[src/rtl/load_store_unit.sv]
// load_store_unit
//   Bridges CPU load/store requests onto a word-wide, byte-addressed data
//   memory. One request is in flight at a time. Sub-word stores become
//   read-modify-write sequences. Load data is lane-selected and extended.
//   Misaligned, out-of-range and illegal-funct3 requests are answered with
//   an error and never touch memory.
//
// Ports
//   clk, rst_n       clock; synchronous active-low reset
//   req_*            request handshake (valid/ready), we, funct3, addr, wdata
//   rsp_*            one-cycle response pulse with load data and error flag
//   mem_*            word-aligned memory strobes, address, write data;
//                    mem_rdata_ip is valid the cycle after mem_ren_op
module load_store_unit #(
    parameter int unsigned MEM_BYTES = 512
) (
    input  logic        clk,
    input  logic        rst_n,
    input  logic        req_valid_ip,
    output logic        req_ready_op,
    input  logic        req_we_ip,
    input  logic [2:0]  req_funct3_ip,
    input  logic [31:0] req_addr_ip,
    input  logic [31:0] req_wdata_ip,
    output logic        rsp_valid_op,
    output logic [31:0] rsp_rdata_op,
    output logic        rsp_err_op,
    output logic        mem_ren_op,
    output logic        mem_wren_op,
    output logic [31:0] mem_addr_op,
    output logic [31:0] mem_wdata_op,
    input  logic [31:0] mem_rdata_ip
);

    typedef enum logic [2:0] {S_IDLE, S_RD, S_DATA, S_WR, S_ERR} state_e;

    state_e      state_q;
    logic        we_q;
    logic [2:0]  f3_q;
    logic [31:0] addr_q;
    logic [31:0] wword_q;   // store data at accept, merged word after DATA

    // ---------------- request classification ----------------
    logic f3_ok, misaligned, out_of_range, req_bad, req_is_sw;

    always_comb begin
        if (req_we_ip)
            f3_ok = (req_funct3_ip == 3'b000) || (req_funct3_ip == 3'b001) ||
                    (req_funct3_ip == 3'b010);
        else
            f3_ok = (req_funct3_ip == 3'b000) || (req_funct3_ip == 3'b001) ||
                    (req_funct3_ip == 3'b010) || (req_funct3_ip == 3'b100) ||
                    (req_funct3_ip == 3'b101);
        // funct3[1:0] encodes width for every legal code: 00 B, 01 H, 10 W
        misaligned   = ((req_funct3_ip[1:0] == 2'b01) && req_addr_ip[0]) ||
                       ((req_funct3_ip[1:0] == 2'b10) && (req_addr_ip[1:0] != 2'b00));
        out_of_range = (req_addr_ip >= 32'(MEM_BYTES));
        req_bad      = !f3_ok || misaligned || out_of_range;
        req_is_sw    = req_we_ip && (req_funct3_ip == 3'b010);
    end

    // ---------------- load lane select / extend ----------------
    logic [7:0]  lane_b;
    logic [15:0] lane_h;
    logic [31:0] load_ext;

    always_comb begin
        case (addr_q[1:0])
            2'd0:    lane_b = mem_rdata_ip[7:0];
            2'd1:    lane_b = mem_rdata_ip[15:8];
            2'd2:    lane_b = mem_rdata_ip[23:16];
            default: lane_b = mem_rdata_ip[31:24];
        endcase
        lane_h = addr_q[1] ? mem_rdata_ip[31:16] : mem_rdata_ip[15:0];
        case (f3_q)
            3'b000:  load_ext = {{24{lane_b[7]}}, lane_b};
            3'b100:  load_ext = {24'd0, lane_b};
            3'b001:  load_ext = {{16{lane_h[15]}}, lane_h};
            3'b101:  load_ext = {16'd0, lane_h};
            default: load_ext = mem_rdata_ip;
        endcase
    end

    // ---------------- sub-word store merge ----------------
    logic [31:0] merged;

    always_comb begin
        merged = mem_rdata_ip;
        if (f3_q[1:0] == 2'b00)
            merged[{addr_q[1:0], 3'b000} +: 8] = wword_q[7:0];
        else
            merged[{addr_q[1], 4'b0000} +: 16] = wword_q[15:0];
    end

    // ---------------- state and latched fields ----------------
    always_ff @(posedge clk) begin
        if (!rst_n) begin
            state_q <= S_IDLE;
            we_q    <= 1'b0;
            f3_q    <= 3'b000;
            addr_q  <= 32'd0;
            wword_q <= 32'd0;
        end else begin
            case (state_q)
                S_IDLE: begin
                    if (req_valid_ip) begin
                        we_q    <= req_we_ip;
                        f3_q    <= req_funct3_ip;
                        addr_q  <= req_addr_ip;
                        wword_q <= req_wdata_ip;
                        if (req_bad)        state_q <= S_ERR;
                        else if (req_is_sw) state_q <= S_WR;
                        else                state_q <= S_RD;
                    end
                end
                S_RD:   state_q <= S_DATA;
                S_DATA: begin
                    if (we_q) begin
                        wword_q <= merged;
                        state_q <= S_WR;
                    end else begin
                        state_q <= S_IDLE;
                    end
                end
                default: state_q <= S_IDLE;   // WR, ERR
            endcase
        end
    end

    // ---------------- Moore outputs ----------------
    logic load_rsp;
    assign load_rsp     = (state_q == S_DATA) && !we_q;

    assign req_ready_op = (state_q == S_IDLE);
    assign rsp_valid_op = load_rsp || (state_q == S_WR) || (state_q == S_ERR);
    assign rsp_err_op   = (state_q == S_ERR);
    assign rsp_rdata_op = load_rsp ? load_ext : 32'd0;
    // strobes gated by reset so an interrupted transaction never writes
    assign mem_ren_op   = rst_n && (state_q == S_RD);
    assign mem_wren_op  = rst_n && (state_q == S_WR);
    assign mem_addr_op  = {addr_q[31:2], 2'b00};
    assign mem_wdata_op = wword_q;

endmodule
[config.mk]
export PLATFORM = sky130hd
export DESIGN_NAME = load_store_unit
export DESIGN_NICKNAME = d
export VERILOG_FILES = /design/src/rtl/load_store_unit.sv
export SDC_FILE = /design/constraint.sdc
export NUM_CORES = 1
export LEC_CHECK = 0
export BUFFER_PORTS_ARGS = -buffer_cell sky130_fd_sc_hd__buf_2
export CORE_UTILIZATION = 40
export DETAILED_ROUTE_END_ITERATION = 8
export HOLD_SLACK_MARGIN = 0.05
export PLACE_DENSITY = 0.81
export SLEW_MARGIN = 20
export SYNTH_ARGS = -nofsm -noshare
export SYNTH_HDL_FRONTEND = slang
export SYNTH_SLANG_ARGS = --single-unit
[constraint.sdc]
create_clock -name clk -period 3.7 [get_ports clk]
set_input_delay 1.11 -clock clk [delete_from_list [all_inputs] [get_ports clk]]
set_output_delay 1.11 -clock clk [all_outputs]
set_load 0.01 [all_outputs]
==> results of run 1 <==
-- cell type report --
| cell class | count | area [µm²] | area share, % |
|---|---|---|---|
| Inverter | 15 | 56.30 | 0.9747 |
| Sequential cell | 71 | 1421 | 24.60 |
| Clock inverter | 6 | 108.9 | 1.884 |
| Clock buffer | 10 | 229.0 | 3.964 |
| Multi-Input combinational cell | 436 | 2638 | 45.66 |
| Tap cell | 140 | 175.2 | 3.032 |
| Timing Repair Buffer | 218 | 1146 | 19.84 |
| Antenna cell | 1 | 2.502 | 0.04332 |
-- worst max-delay path, delay by kind of cell --
kind            cells  cell delay [ns]
compound gates      3             0.89
buf+inv             2             0.31
simple gates        1             0.20
-- cells in the mapped netlist, types with 3 or more instances --
library cell,count
and3_1,3
nand2_1,127
mux2_2,9
nand4_1,9
buf_4,33
nor2b_1,4
nor2_1,7
buf_1,6
o21ai_0,35
o31ai_1,8
nand3_1,8
o2bb2ai_1,8
a21oi_1,90
nor3_1,5
buf_2,12
o21bai_1,10
mux2i_1,15
ha_1,6
dfxtp_1,71
a211o_1,8
a221oi_1,32
nor4_1,4
inv_1,13
clkbuf_1,29
a222oi_1,7
a311oi_1,8
-- layer usage --
metal | vias up | share of wire (%)
li1 | 2471 | -
met1 | 2331 | 41
met2 | 343 | 45
met3 | 49 | 10
met4 | 2 | 4.1
met5 | - | 0.050
-- power breakdown --
group / switching (mW) / internal (mW) / leakage, nW
clock network: 0.333 / 0.658 / 0.166
registers: 0.0404 / 0.813 / 0.585
logic: 0.255 / 0.165 / 1.86
-- state kept, by name, indices dropped and copies added (netlist names) --
name	count
addr_q	32
mem_wdata_op	32
f3_q	3
state_q	3
we_q	1
-- through the flow --
step	total power [mW]	setup slack [ns]	hold slack, ns	cells	util, %
6_report	2.265	0.08399	0.4513	897	52.60
5_1_grt	2.355	0.004165	0.4676	896	52.57
4_1_cts	2.270	0.01765	0.4523	896	52.46
3_5_place_dp	1.279	0.01215	0.4437	880	49.38
3_3_place_gp	1.274	0.09571	0.4387	880	49.38
2_1_floorplan	1.119	0.2128	0.4367	604	-
-- cells by family after synthesis --
family / count (synthesis)
compound gates: 220
flops: 71
fa+ha+maj: 6
simple gates: 184
buf+inv: 97
mux: 24
other cells: 1
-- cells in the final DEF (no fill, tap or decap), drive strengths merged, types with 9 or more instances in the layout --
cell type,count
nand4,9
o31ai,9
o21bai,10
o21ai,37
dfxtp,71
a221oi,32
buf,218
mux2,9
mux2i,15
nand2,127
nor2,9
a21oi,90
inv,14
clkbuf,10
-- how the worst max path moves through the flow --
stage / to / slack, ns / cells past startpoint
CTS: rsp_rdata_op[14] / 0.02 / 6
global placement: rsp_rdata_op[11] / 0.1 / 6
global route: rsp_rdata_op[14] / 0.004 / 6
detailed placement: rsp_rdata_op[14] / 0.01 / 6
floorplan: rsp_rdata_op[21] / 0.21 / 10
finish: rsp_rdata_op[14] / 0.08 / 6
-- what timing repair did --
| action | in CTS | in global routing |
|---|---|---|
| setup endpoints to repair | 0 | 7 |
| gates resized for setup | 0 | 1 |
| hold buffers | 0 | 0 |
==> impl_metrics.json, run 1 <==
{
  "slew_viol_final": 0,
  "cts-buffers-inserted": 9,
  "synth_mux_area_share_pct": 5.514,
  "finalSetupViolCount": 0,
  "htreeDepth": 3,
  "synth_cells": 603,
  "reg2reg_from": "addr_q[0]",
  "routabilityCongestion": 0.9899,
  "fillers": 1092,
  "wl_per_cell_um": 18.00,
  "ant_nets": 0,
  "hp-class": "reg2reg",
  "use_met1_pct": 33.89,
  "synth_top_area_share_pct": 31.17,
  "clock_sinks": 71,
  "synth_top_family_by_area": "compound AO/OA/AOI/OAI gates",
  "max_stage_delay_ns": 0.47,
  "viasPerCell": 5.793,
  "clock.fmax_mhz": 276.5,
  "worstSetupPathType": "in2out",
  "ys_warn_count": 0,
  "dieHeight_um": 108.8,
  "whs_path_depth": 2,
  "hold_start": "addr_q[25]",
  "dpl.hpwl_mm": 12.01,
  "grt_use_met3_pct": 7.053,
  "placedInstanceArea_mm2": 0.005424,
  "syn_area_per_cell_um2": 7.563,
  "synthXorXnorAreaFrac_pct": 0,
  "drtPass1Iterations": 6,
  "io_pins": 204,
  "dieArea_mm2": 0.01183,
  "antenna_found_initial": 2,
  "grt_use_met2_pct": 42.99,
  "ys_types": 54,
  "grt_use_total_pct": 26.95,
  "grt.overflow.total": 0,
  "leakagePower_nw": 2.614,
  "vias": 5196,
  "cts_buffer_depth": 2,
  "worst-endpoint-required_ns": 2.59,
  "hold_violations": 0,
  "min_period_ns": 3.616,
  "r2r_slack_ns": 1.23,
  "setup.worst_path.start_class": "input port",
  "clock_latency_ns": 0.33,
  "drv_cap": 0,
  "period_share_pct": 97.73,
  "layout-drive-gt1-share_pct": 33.33,
  "ir_drop_mv": 0.3579,
  "area_growth_pct": 26.67,
  "wirelength_mm": 16.14,
  "core_mm2": 0.01098,
  "maxSlewHeadroom_pct": 49.69,
  "tightest_slew_ns": 0.7531,
  "synth_adder_area_share_pct": 1.646,
  "synthFlopType": "dfxtp_1",
  "design_area_mm2": 0.005777,
  "synth_edf_count": 0,
  "crit_top_cell": "buf_2",
  "cts_setup_buffers": 0,
  "drc": 0,
  "yosysTopAreaCell": "dfxtp_1",
  "synth_seq_cells": 71,
  "grt_pass1_wl_mm": 24.31,
  "std_cell_rows": 38,
  "grt_max_degree": 45,
  "nets": 860,
  "root_buffer": "clkbuf_16",
  "path_clk_slew_ns": 0.05,
  "grt_setup_unrepaired": "false",
  "fin_tns_setup_ns": 0,
  "drt-initial-drc-count": 572,
  "synth_area_mm2": 0.004561,
  "crit_start": "mem_rdata_ip[23]",
  "cpMaxStageDelayCell": "a2111oi_4",
  "synth_compound_area_share_pct": 31.69,
  "seq_area_frac_synth_pct": 31.17,
  "grt-busiest-layer": "met2",
  "path_cells": "buf_2 -> a21oi_1 -> a2111oi_4 -> nor2_1 -> a221oi_1 -> buf_2",
  "status": "completed",
  "initial_core_util_pct": 41.52,
  "holdPathEnd": "addr_q[25]",
  "die_w_um": 108.8,
  "ys_top_cells_by_area": "dfxtp_1 (31%), nand2_1 (10%), a21oi_1 (9.9%)",
  "r2r-end": "mem_wdata_op[20]",
  "critPathMaxFanout": 7,
  "port_buffers": 201,
  "power_density_mw_per_mm2": 392.0,
  "fin_skew_ns": 0.007100,
  "synth-simple-area-share_pct": 18.55,
  "r2r_cells": 7,
  "cts_tree": "done",
  "synthArstFlopShare_pct": 0,
  "crit_arrival_ns": 2.51,
  "critPathCaptureType": "primary output",
  "grt_pass1_vias": 4667
}
(Power assumes the default switching activity.)
==> run 2, diff against run 1 <==
CORE_MARGIN = 2   (was unset)
MAX_ROUTING_LAYER = met4   (was unset)
==> impl_metrics.json, run 2 (synthesis gave the netlist of run 1 again) <==
{
  "status": "completed",
  "io_pins": 204,
  "grt-busiest-layer": "met2",
  "wl_per_cell_um": 18.16,
  "multi_input_area_mm2": 0.002640,
  "cts_tree": "done",
  "postCtsHoldBufs": 0,
  "clock_latency_ns": 0.33,
  "period_share_pct": 97.21,
  "fillers": 1074,
  "drc": 0,
  "crit_arrival_ns": 2.49,
  "grt_pass1_vias": 4864,
  "fin_skew_ns": 0.005980,
  "ant_nets": 0,
  "nets": 862,
  "min_period_ns": 3.597,
  "grt_max_degree": 45,
  "hold_violations": 0,
  "core_mm2": 0.01098,
  "drt-initial-drc-count": 438,
  "grt_use_total_pct": 26.40,
  "initial_core_util_pct": 41.52,
  "root_buffer": "clkbuf_16",
  "grt.overflow.total": 0,
  "critPathMaxFanout": 17,
  "path_cells": "buf_2 -> a22oi_1 -> a2111oi_4 -> buf_4 -> o31ai_4 -> buf_12 -> a21oi_1 -> buf_2",
  "htreeDepth": 3,
  "cts_buffer_depth": 2,
  "r2r-end": "mem_wdata_op[20]",
  "dieArea_mm2": 0.01227,
  "grt_pass1_wl_mm": 25.52,
  "cpMaxStageDelayCell": "a22oi_1",
  "whs_path_depth": 2,
  "cts-buffers-inserted": 9,
  "ir_drop_mv": 0.3834,
  "worst-endpoint-required_ns": 2.59,
  "routabilityCongestion": 1.015,
  "fin_tns_setup_ns": 0,
  "max_stage_delay_ns": 0.36,
  "hold_ws_ns": 0.4512,
  "crit_top_cell": "buf_2",
  "grt_use_met2_pct": 39.30,
  "clock.fmax_mhz": 278.0,
  "drv_cap": 0,
  "holdPathEnd": "addr_q[6]",
  "mostFrequentLayoutCell": "buf_2",
  "worstSetupPathType": "in2out",
  "port_buffers": 201,
  "antenna_found_initial": 4,
  "r2r_slack_ns": 1.39,
  "seqCellArea_mm2": 0.001421,
  "dieHeight_um": 110.8,
  "tightest_slew_ns": 0.8002,
  "leakagePower_nw": 2.608,
  "path_delay_family": "compound AO/OA/AOI/OAI gates",
  "setup.worst_path.start_class": "input port",
  "dpl.hpwl_mm": 12.11,
  "layout-drive-gt1-share_pct": 33.77,
  "hold_start": "addr_q[6]",
  "power_density_mw_per_mm2": 383.1,
  "std_cell_rows": 38,
  "path_clk_slew_ns": 0.06,
  "use_met1_pct": 32.43,
  "die_w_um": 110.8,
  "critPathCaptureType": "primary output",
  "clock_sinks": 71,
  "drtPass1Iterations": 5,
  "final_cell_mix": "buf_2 (201), nand2_1 (127), a21oi_1 (90)",
  "crit_buf_inv": 4,
  "r2r_cells": 5,
  "finalSetupViolCount": 0,
  "viasPerCell": 5.856,
  "area_growth_pct": 26.89,
  "reg2reg_from": "f3_q[0]",
  "slew_viol_final": 0,
  "maxSlewHeadroom_pct": 46.54,
  "hp-class": "reg2reg",
  "wirelength_mm": 16.38,
  "vias": 5282,
  "grt_use_met3_pct": 6.780
}
[run 2: changes by cell type in the layout (fill, tap and decap cells not counted), sizes merged]
cell      before  now
buf          218  220
bufinv         3    2
clkbuf        10    9
clkinvlp       0    2
diode          1    4
[run 2: how the worst max path moves through the flow]
stage                     start                to  slack [ns]  cells past startpoint
2_1_floorplan         addr_q[1]  rsp_rdata_op[21]        0.21                     10
3_3_place_gp   mem_rdata_ip[23]  rsp_rdata_op[13]         0.1                      6
3_5_place_dp   mem_rdata_ip[15]   rsp_rdata_op[8]       0.008                      6
4_1_cts        mem_rdata_ip[15]   rsp_rdata_op[9]       0.008                      6
5_1_grt               addr_q[0]  rsp_rdata_op[28]       -0.04                      9
6_report       mem_rdata_ip[15]  rsp_rdata_op[18]        0.10                      8
[run 2: layout make-up]
type,instances,share of cell area (%)
tap,140,3.027
antenna,4,0.1730
timing repair buffer,220,20.06
clock inverter,7,1.686
multi-input combinational,436,45.62
inverter,15,0.9730
sequential,71,24.56
clock buffer,9,3.892
[run 2: worst reg2reg max path, stage by stage, from the launching register on]
cell and delay, ns:
dfxtp_1 0.35, buf_4 0.25, or2_2 0.49, o21ai_1 0.58, a221oi_1 0.27, o31ai_1 0.29
[run 2: per-layer routing]
metal	up-vias	part of all wire, %	wire length (µm)
li1	2472	-	-
met1	2394	40	6588
met2	361	45	7296
met3	55	10	1665
met4	0	5.1	833
met5	-	0	0
[run 2: where the power goes]
group / total [mW] / switching (mW) / internal [mW]
combinational: 0.427 / 0.259 / 0.168
sequential: 0.852 / 0.0388 / 0.813
clock: 0.937 / 0.346 / 0.591
total: 2.22 / 0.644 / 1.57
[run 2: what timing repair did]
action	CTS	global route
setup buffers	0	2
resized for setup	1	1
endpoints found under the setup margin	7	24
endpoints found under the hold margin	0	0
pin swaps	0	2
[run 2: per-stage QoR]
step / power [mW] / instance area [µm²] / utilization (%) / worst slack [ns] / std cells
floorplan: 1.119 / 4564 / - / 0.2128 / 604
global placement: 1.274 / 5411 / 49.27 / 0.09647 / 880
detailed placement: 1.280 / 5411 / 49.27 / 0.007521 / 880
CTS: 2.217 / 5737 / 52.23 / 0.007987 / 896
global route: 2.310 / 5787 / 52.69 / -0.03706 / 902
finish: 2.217 / 5787 / 52.69 / 0.1033 / 902
